## config.mk

```make
export PLATFORM = sky130hd
export DESIGN_NAME = multi_alarm_ctrl
export DESIGN_NICKNAME = d
export VERILOG_FILES = /design/src/rtl/multi_alarm_ctrl.sv
export SDC_FILE = /design/constraint.sdc
export NUM_CORES = 1
export LEC_CHECK = 0
export ABC_AREA = 0
export CORE_UTILIZATION = 40
export DETAILED_ROUTE_END_ITERATION = 8
export PLACE_DENSITY_LB_ADDON = 0.2
export SETUP_SLACK_MARGIN = 0.1
export SYNTH_ARGS = -nofsm -noshare
export SYNTH_HDL_FRONTEND = slang
export SYNTH_SLANG_ARGS = --single-unit
```

## constraint.sdc

```tcl
create_clock -name MCLK -period 3.99 [get_ports MCLK]
set_input_delay 0.798 -clock MCLK [delete_from_list [all_inputs] [get_ports MCLK]]
set_output_delay 0.798 -clock MCLK [all_outputs]
set_load 0.02 [all_outputs]
```

## src/rtl/multi_alarm_ctrl.sv

```systemverilog
`default_nettype none
// ============================================================================
//  Module      : multi_alarm_ctrl
//  Description : Multi-channel BCD alarm controller. Stores one alarm time per
//                channel, detects matches on the 1 s tick, and runs a
//                ring / snooze / auto-timeout session for the lowest pending
//                channel. Unattended rings are recorded in a sticky missed
//                mask.
//  Revision    : 1.0 - initial release
// ============================================================================
module multi_alarm_ctrl #(
    parameter int NUM_ALARMS       = 4,
    parameter int SNOOZE_SEC       = 5,
    parameter int MAX_SNOOZE       = 3,
    parameter int RING_TIMEOUT_SEC = 30,
    localparam int IDX_W           = (NUM_ALARMS > 1) ? $clog2(NUM_ALARMS) : 1
) (
    input  logic                  MCLK,
    input  logic                  RESET,
    input  logic                  tick_1s,
    input  logic [15:0]           cur_time,
    input  logic                  set_we,
    input  logic [IDX_W-1:0]      set_idx,
    input  logic [15:0]           set_time,
    input  logic [NUM_ALARMS-1:0] en_mask,
    input  logic                  snooze,
    input  logic                  dismiss,
    input  logic                  missed_clr,
    input  logic [IDX_W-1:0]      rd_idx,
    output logic [15:0]           rd_time,
    output logic                  ringing,
    output logic                  snoozing,
    output logic [IDX_W-1:0]      ring_idx,
    output logic                  blink,
    output logic [NUM_ALARMS-1:0] missed_mask,
    output logic                  set_err
);

    typedef enum logic [1:0] {
        ST_IDLE   = 2'd0,
        ST_RING   = 2'd1,
        ST_SNOOZE = 2'd2
    } state_t;

    // ------------------------------------------------------------------------
    // State
    // ------------------------------------------------------------------------
    state_t                  state_q;
    logic [15:0]             alarm_q [NUM_ALARMS];
    logic [NUM_ALARMS-1:0]   pending_q, pending_d;
    logic [NUM_ALARMS-1:0]   missed_q,  missed_d;
    logic [IDX_W-1:0]        ring_idx_q;
    logic                    ringing_q;
    logic                    snoozing_q;
    logic                    blink_q;
    logic                    set_err_q;
    logic [7:0]              ring_tmr_q;
    logic [7:0]              snz_cd_q;
    logic [3:0]              snz_cnt_q;

    // ------------------------------------------------------------------------
    // Combinational helpers
    // ------------------------------------------------------------------------
    logic                    w_bcd_ok;
    logic [31:0]             w_set_idx_ext;
    logic                    w_idx_ok;
    logic                    w_set_valid;
    logic [NUM_ALARMS-1:0]   w_match;
    logic                    w_en_cur;
    logic                    w_any_pend;
    logic [IDX_W-1:0]        w_pick_idx;
    logic [NUM_ALARMS-1:0]   w_pend_clr;
    logic [7:0]              w_tmr_inc;
    logic                    w_timeout;
    logic [NUM_ALARMS-1:0]   w_miss_set;
    logic                    w_in_service;
    logic                    w_snooze_ok;

    // Write validation: each BCD digit in range and the channel exists.
    // The index is widened first so the range test stays meaningful for any
    // channel count without being folded to a constant.
    always_comb begin
        w_bcd_ok      = (set_time[15:12] <= 4'd5) && (set_time[11:8] <= 4'd9) &&
                        (set_time[7:4]   <= 4'd5) && (set_time[3:0]  <= 4'd9);
        w_set_idx_ext = 32'(set_idx);
        w_idx_ok      = (w_set_idx_ext < 32'(NUM_ALARMS));
        w_set_valid   = w_bcd_ok && w_idx_ok;
    end

    // Channel decode: matches, enable of the serviced channel, lowest pending.
    always_comb begin
        w_in_service = (state_q != ST_IDLE);
        w_match      = '0;
        w_en_cur     = 1'b0;
        w_any_pend   = |pending_q;
        w_pick_idx   = '0;
        for (int i = 0; i < NUM_ALARMS; i++) begin
            // A match on the channel already in service must not re-pend it.
            w_match[i] = tick_1s && en_mask[i] && (cur_time == alarm_q[i]) &&
                         !(w_in_service && (ring_idx_q == IDX_W'(i)));
            if (ring_idx_q == IDX_W'(i)) begin
                w_en_cur = en_mask[i];
            end
        end
        // Walk downward so the lowest set index is the one that sticks.
        for (int i = NUM_ALARMS - 1; i >= 0; i--) begin
            if (pending_q[i]) begin
                w_pick_idx = IDX_W'(i);
            end
        end
    end

    // Timeout detection and the pending / missed next-state values.
    always_comb begin
        w_tmr_inc   = ring_tmr_q + 8'd1;
        // Enable-drop and dismiss outrank the timeout in the same cycle.
        w_timeout   = (state_q == ST_RING) && tick_1s && w_en_cur && !dismiss &&
                      (w_tmr_inc == 8'(RING_TIMEOUT_SEC));
        w_snooze_ok = (snz_cnt_q < 4'(MAX_SNOOZE));
        w_pend_clr  = '0;
        w_miss_set  = '0;
        for (int i = 0; i < NUM_ALARMS; i++) begin
            w_pend_clr[i] = (state_q == ST_IDLE) && w_any_pend &&
                            (w_pick_idx == IDX_W'(i));
            w_miss_set[i] = w_timeout && (ring_idx_q == IDX_W'(i));
        end
        pending_d = (pending_q | w_match) & ~w_pend_clr;
        // A timeout landing on the same cycle as a clear keeps its bit set.
        missed_d  = (missed_q & ~{NUM_ALARMS{missed_clr}}) | w_miss_set;
    end

    // Readback mux; out-of-range selects read as zero.
    always_comb begin
        rd_time = 16'h0000;
        for (int i = 0; i < NUM_ALARMS; i++) begin
            if (rd_idx == IDX_W'(i)) begin
                rd_time = alarm_q[i];
            end
        end
    end

    // ------------------------------------------------------------------------
    // Sequential logic
    // ------------------------------------------------------------------------

    // Alarm time storage and the rejected-write error pulse.
    always_ff @(posedge MCLK) begin
        if (RESET) begin
            for (int i = 0; i < NUM_ALARMS; i++) begin
                alarm_q[i] <= 16'h0000;
            end
            set_err_q <= 1'b0;
        end else begin
            set_err_q <= set_we && !w_set_valid;
            if (set_we && w_set_valid) begin
                for (int i = 0; i < NUM_ALARMS; i++) begin
                    if (set_idx == IDX_W'(i)) begin
                        alarm_q[i] <= set_time;
                    end
                end
            end
        end
    end

    // Sticky pending and missed flags.
    always_ff @(posedge MCLK) begin
        if (RESET) begin
            pending_q <= '0;
            missed_q  <= '0;
        end else begin
            pending_q <= pending_d;
            missed_q  <= missed_d;
        end
    end

    // Ring session FSM with registered status outputs.
    always_ff @(posedge MCLK) begin
        if (RESET) begin
            state_q    <= ST_IDLE;
            ring_idx_q <= '0;
            ringing_q  <= 1'b0;
            snoozing_q <= 1'b0;
            blink_q    <= 1'b0;
            ring_tmr_q <= 8'd0;
            snz_cd_q   <= 8'd0;
            snz_cnt_q  <= 4'd0;
        end else begin
            case (state_q)
                ST_IDLE: begin
                    ringing_q  <= 1'b0;
                    snoozing_q <= 1'b0;
                    blink_q    <= 1'b0;
                    snz_cnt_q  <= 4'd0;
                    if (w_any_pend) begin
                        state_q    <= ST_RING;
                        ring_idx_q <= w_pick_idx;
                        ring_tmr_q <= 8'd0;
                        ringing_q  <= 1'b1;
                        blink_q    <= 1'b1;
                    end
                end

                ST_RING: begin
                    if (!w_en_cur || dismiss || w_timeout) begin
                        state_q    <= ST_IDLE;
                        ringing_q  <= 1'b0;
                        snoozing_q <= 1'b0;
                        blink_q    <= 1'b0;
                        ring_tmr_q <= 8'd0;
                        snz_cd_q   <= 8'd0;
                        snz_cnt_q  <= 4'd0;
                    end else if (snooze && w_snooze_ok) begin
                        state_q    <= ST_SNOOZE;
                        ringing_q  <= 1'b0;
                        snoozing_q <= 1'b1;
                        blink_q    <= 1'b0;
                        snz_cnt_q  <= snz_cnt_q + 4'd1;
                        snz_cd_q   <= 8'(SNOOZE_SEC);
                    end else if (tick_1s) begin
                        blink_q    <= ~blink_q;
                        ring_tmr_q <= w_tmr_inc;
                    end
                end

                ST_SNOOZE: begin
                    if (!w_en_cur || dismiss) begin
                        state_q    <= ST_IDLE;
                        ringing_q  <= 1'b0;
                        snoozing_q <= 1'b0;
                        blink_q    <= 1'b0;
                        ring_tmr_q <= 8'd0;
                        snz_cd_q   <= 8'd0;
                        snz_cnt_q  <= 4'd0;
                    end else if (tick_1s) begin
                        if (snz_cd_q == 8'd1) begin
                            state_q    <= ST_RING;
                            ringing_q  <= 1'b1;
                            snoozing_q <= 1'b0;
                            blink_q    <= 1'b1;
                            ring_tmr_q <= 8'd0;
                            snz_cd_q   <= 8'd0;
                        end else begin
                            snz_cd_q <= snz_cd_q - 8'd1;
                        end
                    end
                end

                default: begin
                    state_q    <= ST_IDLE;
                    ringing_q  <= 1'b0;
                    snoozing_q <= 1'b0;
                    blink_q    <= 1'b0;
                end
            endcase
        end
    end

    assign ringing     = ringing_q;
    assign snoozing    = snoozing_q;
    assign ring_idx    = ring_idx_q;
    assign blink       = blink_q;
    assign missed_mask = missed_q;
    assign set_err     = set_err_q;

endmodule
`default_nettype wire

```

==> qor.yml, run 1 <==
port-buffer-count: 72
finalCritPeriodShare: 0.8858
rsz0062_at_grt: "false"
final_max_slew_viol_count: 0
drt_iter0_markers: 467
yosys.area.top_type: "edfxtp_1"
wl_mm: 14.82
setup.worst_path.end: "rd_time[12]"
synth_warnings: 0
p_leak_nw: 2.384
die_x_um: 120.4
timing.hold.ws_ns: 0.4521
synthCells: 508
busiest_layer: "met2"
fin_nets: 651
critPathRequiredTime_ns: 3.19
avgSynthCellArea_um2: 11.04
async_flop_share: 0
setup_tns_ns: 0
via_per_inst: 5.461
vias: 4232
path_max_fanout: 16
status: "completed"
power_frac_seq: 0.454
postRouteAntennaNets: 0
dp_worst_setup_slack_ns: 0.4622
ios: 73
use_met3: 0.05330
crit_arrival_ns: 2.74
worstRegToRegCells: 7
drtPass1Iterations: 5
fp.dieH_um: 120.4
layout_min_cycle_time_ns: 3.534
grt_antenna_before_repair: 0
gp_congestion: 0.8934
min_path_type: "reg2reg"
worst_pin_slew_ns: 0.8118
cts_setup_buffers: 0
h-tree-depth: 3
grtUsageMet1: 0.2991
synth.distinct_cells: 69
vdd_drop_max_mv: 0.2018
cts.sinks: 100
track_usage: 0.2195
crit_start: "rd_idx[0]"
ff2ff_setup_slack_ns: 1.40
p_sw_w: 0.0008567
grt_start_max_net_pins: 31
rows: 42
yosys-top-cells-area: "edfxtp_1 34%, dfxtp_1 13%, mux4_2 6.8%"
power_frac_comb: 0.247
p_int_w: 0.001879
post_drt_wl_per_cell_um: 19.12
clk_latency_ns: 0.36
ctsRootBufferMaster: "clkbuf_16"
timing.rr.end: "snz_cnt_q[0]$_SDFFE_PP0P_"
synth_edf_count: 64
dieArea_um2: 14500
ys_seq_area_frac: 0.4711
fmax_ghz: 0.2829
core_um2: 13450
slew_headroom: 0.4546
cts_buffer_depth: 2
finalHoldViolCount: 0
cellPowerDensity_nw_per_um2: 397.9
synth_top_cell_area_share: 0.3426
switching_share: 0.3132
yosys_register_bits: 100
cts_buffers: 9
critPathLaunchType: "primary input"
cts_resized: 0
drive_above_1_share: 0.1035
grt_pass1_wl_mm: 23.55
initial_core_util: 0.4169
use_met2: 0.3466
drc: 0
synth_area_um2: 5609
r2r-start: "ring_tmr_q[0]$_SDFFE_PP0P_"
clkPwrFrac: 0.299
drv_cap: 0
grt_pass1_vias: 4190
path_clk_slew_ns: 0.07
endpoint_kind: "output port"
cts_hold_buf: 0
synth_ff_type: "edfxtp_1"
grt-ovfl-total: 0
cts_tree: "yes"
syn_to_final_growth_pct: 22.57
antenna_cells: 0
clock_skew_ns: 0.006738
setup-violations-final: 0
setup_ws_ns: 0.4557
critical_path_class: "in2out"
place_hpwl_mm: 11.23
## worst max-delay path, stage by stage
cell and delay [ns]:
clkdlybuf4s50_1 0.46, buf_4 0.32, mux4_2 0.58, clkdlybuf4s50_1 0.56
## synth_stat cells (all sizes together) (3+ instances only)
| cell | n |
|---|---|
| nor3 | 8 |
| a21oi | 21 |
| a31oi | 4 |
| o21ai | 20 |
| nand2b | 3 |
| a21boi | 3 |
| nand4 | 16 |
| nor3b | 5 |
| xor2 | 34 |
| or3 | 3 |
| mux2i | 5 |
| inv | 17 |
| dfxtp | 36 |
| ha | 10 |
| nor4 | 10 |
| o31ai | 7 |
| nor2 | 27 |
| a211oi | 4 |
| mux4 | 17 |
| nand3 | 14 |
| nand2 | 26 |
| xnor2 | 32 |
| buf | 5 |
| edfxtp | 64 |
| clkbuf | 16 |
| or4 | 4 |
| and2 | 58 |
| a32oi | 3 |
| o211ai | 3 |
## worst min-delay path by stage
| stage | startpoint | endpoint | slack (ns) | cells past startpoint |
|---|---|---|---|---|
| after detailed placement | missed_mask[2]$_SDFF_PP0_ | missed_mask[2]$_SDFF_PP0_ | 0.45 | 2 |
| after global placement | missed_mask[2]$_SDFF_PP0_ | missed_mask[2]$_SDFF_PP0_ | 0.44 | 2 |
| after CTS | missed_mask[2]$_SDFF_PP0_ | missed_mask[2]$_SDFF_PP0_ | 0.46 | 2 |
| after global routing | missed_mask[2]$_SDFF_PP0_ | missed_mask[2]$_SDFF_PP0_ | 0.49 | 2 |
| after floorplan | snz_cnt_q[1]$_SDFFE_PP0P_ | snz_cnt_q[1]$_SDFFE_PP0P_ | 0.44 | 2 |
| final | missed_mask[2]$_SDFF_PP0_ | missed_mask[2]$_SDFF_PP0_ | 0.45 | 2 |
## sequential cells by signal (all words and copies together), names as in the netlist, 2 cells and up
register and cells:
alarm_q 64, snz_cnt_q 4, missed_mask 4, ring_idx 2, state_q 2, pending_q 4, snz_cd_q 8, ring_tmr_q 8
## power groups by stage
stage,clock [W],combinational (W),sequential [W]
5_1_grt,0.000875,0.000741,0.00125
3_3_place_gp,0,0.000657,0.00126
6_report,0.000818,0.000677,0.00124
3_5_place_dp,0,0.000671,0.00126
2_1_floorplan,0,0.000441,0.00124
4_1_cts,0.000839,0.000676,0.00124
## cell type report
| cell class | instances | area [µm²] |
|---|---|---|
| fill | 1243 | 6578 |
| multi-input combinational | 377 | 2831 |
| sequential | 100 | 2643 |
| timing repair buffer | 89 | 848.3 |
| clock buffer | 9 | 225.2 |
| tap | 176 | 220.2 |
| inverter | 17 | 63.81 |
| clock inverter | 7 | 43.79 |
## placed cells by master (no fill, tap or decap), drive strengths merged, types with 20 or more instances in the layout
cell	count
a21oi	21
clkdlybuf4s50	72
xor2	34
o21ai	20
xnor2	32
dfxtp	36
edfxtp	64
nor2	27
and2	58
nand2	26
## routing by layer
layer  wire length [µm]  up-vias  share of wire
met2               7115      128           0.48
li1                   -     2038              -
met1               6602     2053           0.45
met3                915       13          0.062
met5                  0        -              0
met4                187        0          0.013
## stage by stage
| step | power (W) | cell area [µm²] | cells | utilization |
|---|---|---|---|---|
| after floorplan | 0.001684 | 5635 | 515 | - |
| after detailed placement | 0.001933 | 6606 | 759 | 0.4911 |
| after CTS | 0.002754 | 6875 | 775 | 0.5111 |
| after global placement | 0.001917 | 6606 | 759 | 0.4911 |
| after global routing | 0.002867 | 6875 | 775 | 0.5111 |
| final | 0.002736 | 6875 | 775 | 0.5111 |
## cell families (layout without fill, tap and decap cells)
logic type	after synthesis	count (layout)	share of synthesized area
buf+inv	38	122	0.02877
mux	24	24	0.08186
flops	100	100	0.4711
xor+xnor	66	66	0.1031
fa+ha+maj	10	10	0.02231
simple gates	186	186	0.1901
compound gates	83	83	0.1022
other cells	1	8	0.0006686
No activity file was read; power rests on OpenSTA's default activity.
==> run 2: changes to the inputs <==
- REMOVE_ABC_BUFFERS: unset -> 1
==> run 2 against run 1 <==
  * Combinational power barely moved
  * Critical endpoint is now rd_time[3]
  * Global-route usage fell by 0.67 points
  * Worst hold slack improved by 0.0046 ns
  * Via count rose by 1.3%
  * Critical path type unchanged
  * Sequential power barely moved
  * Flip-flop and latch count did not move
==> qor.yml, run 2 (synthesized netlist as in run 1, its figures left out) <==
status: "completed"
fp.dieH_um: 120.4  # unchanged
wl_mm: 14.74  # -0.55%
path_max_fanout: 12  # -4
reg_top3: "alarm_q x64, ring_tmr_q x8, snz_cd_q x8"
crit_slowest_cell: "clkdlybuf4s50_1"
track_usage: 0.2128  # -0.006749
critPathTopFamily: "buffers and inverters"
rsz0062_at_grt: "false"
drv_cap: 0  # unchanged
postRouteAntennaNets: 0  # unchanged
drive_above_1_share: 0.1083  # +0.004827
clock_skew_ns: 0.01376  # +0.007025 ns
port-buffer-count: 72  # unchanged
worstHoldPathCells: 2  # unchanged
p_leak_nw: 2.404  # +0.86%
cts_setup_buffers: 0  # unchanged
critical_path_class: "in2out"
setup_tns_ns: 0  # unchanged
gp_congestion: 0.9037  # +1.2%
grt_antenna_before_repair: 0  # unchanged
ff2ff_setup_slack_ns: 1.43  # +0.03 ns
syn_to_final_growth_pct: 23.60
slew_headroom: 0.5584  # +0.1037
vdd_drop_max_mv: 0.2429  # +20%
mostFrequentLayoutCell: "clkdlybuf4s50_1"
cts_buffers: 9  # unchanged
h-tree-depth: 3  # unchanged
hold_path.startpoint: "missed_mask[2]$_SDFF_PP0_"
fillers: 1278  # +2.8%
fmax_ghz: 0.2888  # +2.1%
antenna_cells: 0  # unchanged
ios: 73  # unchanged
setup-violations-final: 0  # unchanged
dp_worst_setup_slack_ns: 0.5200  # +0.05787 ns
cellPowerDensity_nw_per_um2: 407.0  # +2.3%
critPathRequiredTime_ns: 3.19  # about the same
drtPass1Iterations: 4  # -1
largest_register_ffs: 64  # unchanged
finalHoldViolCount: 0  # unchanged
core_um2: 13450  # unchanged
worstRegToRegCells: 7  # unchanged
worst_pin_slew_ns: 0.6604  # -0.1514 ns
die_x_um: 120.4  # unchanged
dieArea_um2: 14500  # unchanged
min_path_type: "reg2reg"
cts_resized: 0  # unchanged
drt_iter0_markers: 290  # -38%
crit_arrival_ns: 2.66  # -0.08 ns
cts_buffer_depth: 2  # unchanged
cts.sinks: 100  # unchanged
hold_end: "missed_mask[2]$_SDFF_PP0_"
ctsRootBufferMaster: "clkbuf_16"
cts_hold_buf: 0  # unchanged
crit_path_cell_trace: "clkdlybuf4s50_1 -> buf_4 -> mux4_2 -> clkdlybuf4s50_1"
layout_common_cells: "72 x clkdlybuf4s50_1, 64 x edfxtp_1, 58 x and2_1"
endpoint_kind: "output port"
clk_latency_ns: 0.36  # about the same
grt-ovfl-total: 0  # unchanged
critPathMostFrequentCell: "clkdlybuf4s50_1"
grt_start_max_net_pins: 19  # -39%
finalCritPeriodShare: 0.8679  # -0.01793
rows: 42  # unchanged
grt_pass1_vias: 4292  # +2.4%
drc: 0  # unchanged
critPathLaunchType: "primary input"
post_drt_wl_per_cell_um: 18.99  # -0.68%
setup_ws_ns: 0.5272  # +0.07154 ns
regMostFlops: "alarm_q"
final_max_slew_viol_count: 0  # unchanged
cp_num_buf_inv: 3  # unchanged
r2r-start: "ring_tmr_q[0]$_SDFFE_PP0P_"
timing.rr.end: "snz_cnt_q[0]$_SDFFE_PP0P_"
place_hpwl_mm: 11.50  # +2.4%
grt_pass1_wl_mm: 22.85  # -3.0%
cts_tree: "yes"
layout_min_cycle_time_ns: 3.463  # -0.07155 ns
cp_slowest_stage_delay_ns: 0.56  # -0.02 ns
via_per_inst: 5.522  # +1.1%
vias: 4285  # +1.3%
path_clk_slew_ns: 0.07  # about the same
initial_core_util: 0.4169  # unchanged
fin_nets: 652  # +0.15%
[run 2: changes by cell type in the layout (fill, tap and decap cells not counted), sizes merged]
cell,change
clkinvlp,+2
inv,+3
clkinv,-6
bufinv,+1
buf,+1
[run 2: report_power, final]
group | total [W] | internal, W | switching (W)
Combinational | 0.000676 | 0.000295 | 0.000381
Clock | 0.000908 | 0.000496 | 0.000411
Sequential | 0.00124 | 0.00117 | 0.0000722
[run 2: layout make-up]
cell class	instances	area [µm²]	share of cell area
clock buffers	9	225.2	0.03249
clock inverters	7	81.33	0.01173
flip-flops and latches	100	2643	0.3812
repair buffers	90	868.3	0.1252
multi-input cells	377	2831	0.4084
well taps	176	220.2	0.03176
inverters	17	63.81	0.009204
[run 2: worst register-to-register path: cells and delay by family (launching register included)]
family                   cells  cell delay (ns)
AO/OA/AOI/OAI                1             0.52
adder cells (fa/ha/maj)      1             0.29
flip-flops                   1             0.43
multiplexers                 1             0.31
AND/OR/NAND/NOR              4             0.89
[run 2: layer usage]
layer,global-route usage,wire length (µm),vias to the layer above,share of wire
li1,-,-,2031,-
met1,0.2449,5927,2084,0.40
met2,0.3721,7402,142,0.50
met3,0.05708,979,28,0.066
met4,0.08873,429,0,0.029
met5,0,0,-,0
[run 2: worst max path at each step]
stage	slack, ns	cells after the start	start	endpoint
after floorplan	0.88	4	set_time[14]	alarm_q[2][0]$_SDFFCE_PN0P_
after global placement	0.55	4	rd_idx[0]	rd_time[7]
after detailed placement	0.52	4	rd_idx[0]	rd_time[15]
after CTS	0.50	4	rd_idx[0]	rd_time[13]
after global routing	0.46	4	rd_idx[0]	rd_time[8]
final	0.53	4	rd_idx[0]	rd_time[3]
[run 2: through the flow]
step,power (W),hold WS [ns],util,instances,area (µm²)
detailed placement,0.001932,0.4525,0.4926,760,6626
finish,0.002821,0.4567,0.5153,776,6933
global placement,0.001924,0.4475,0.4926,760,6626
floorplan,0.001668,0.4385,-,494,5538
CTS,0.002837,0.4619,0.5153,776,6933
global route,0.002954,0.4785,0.5153,776,6933
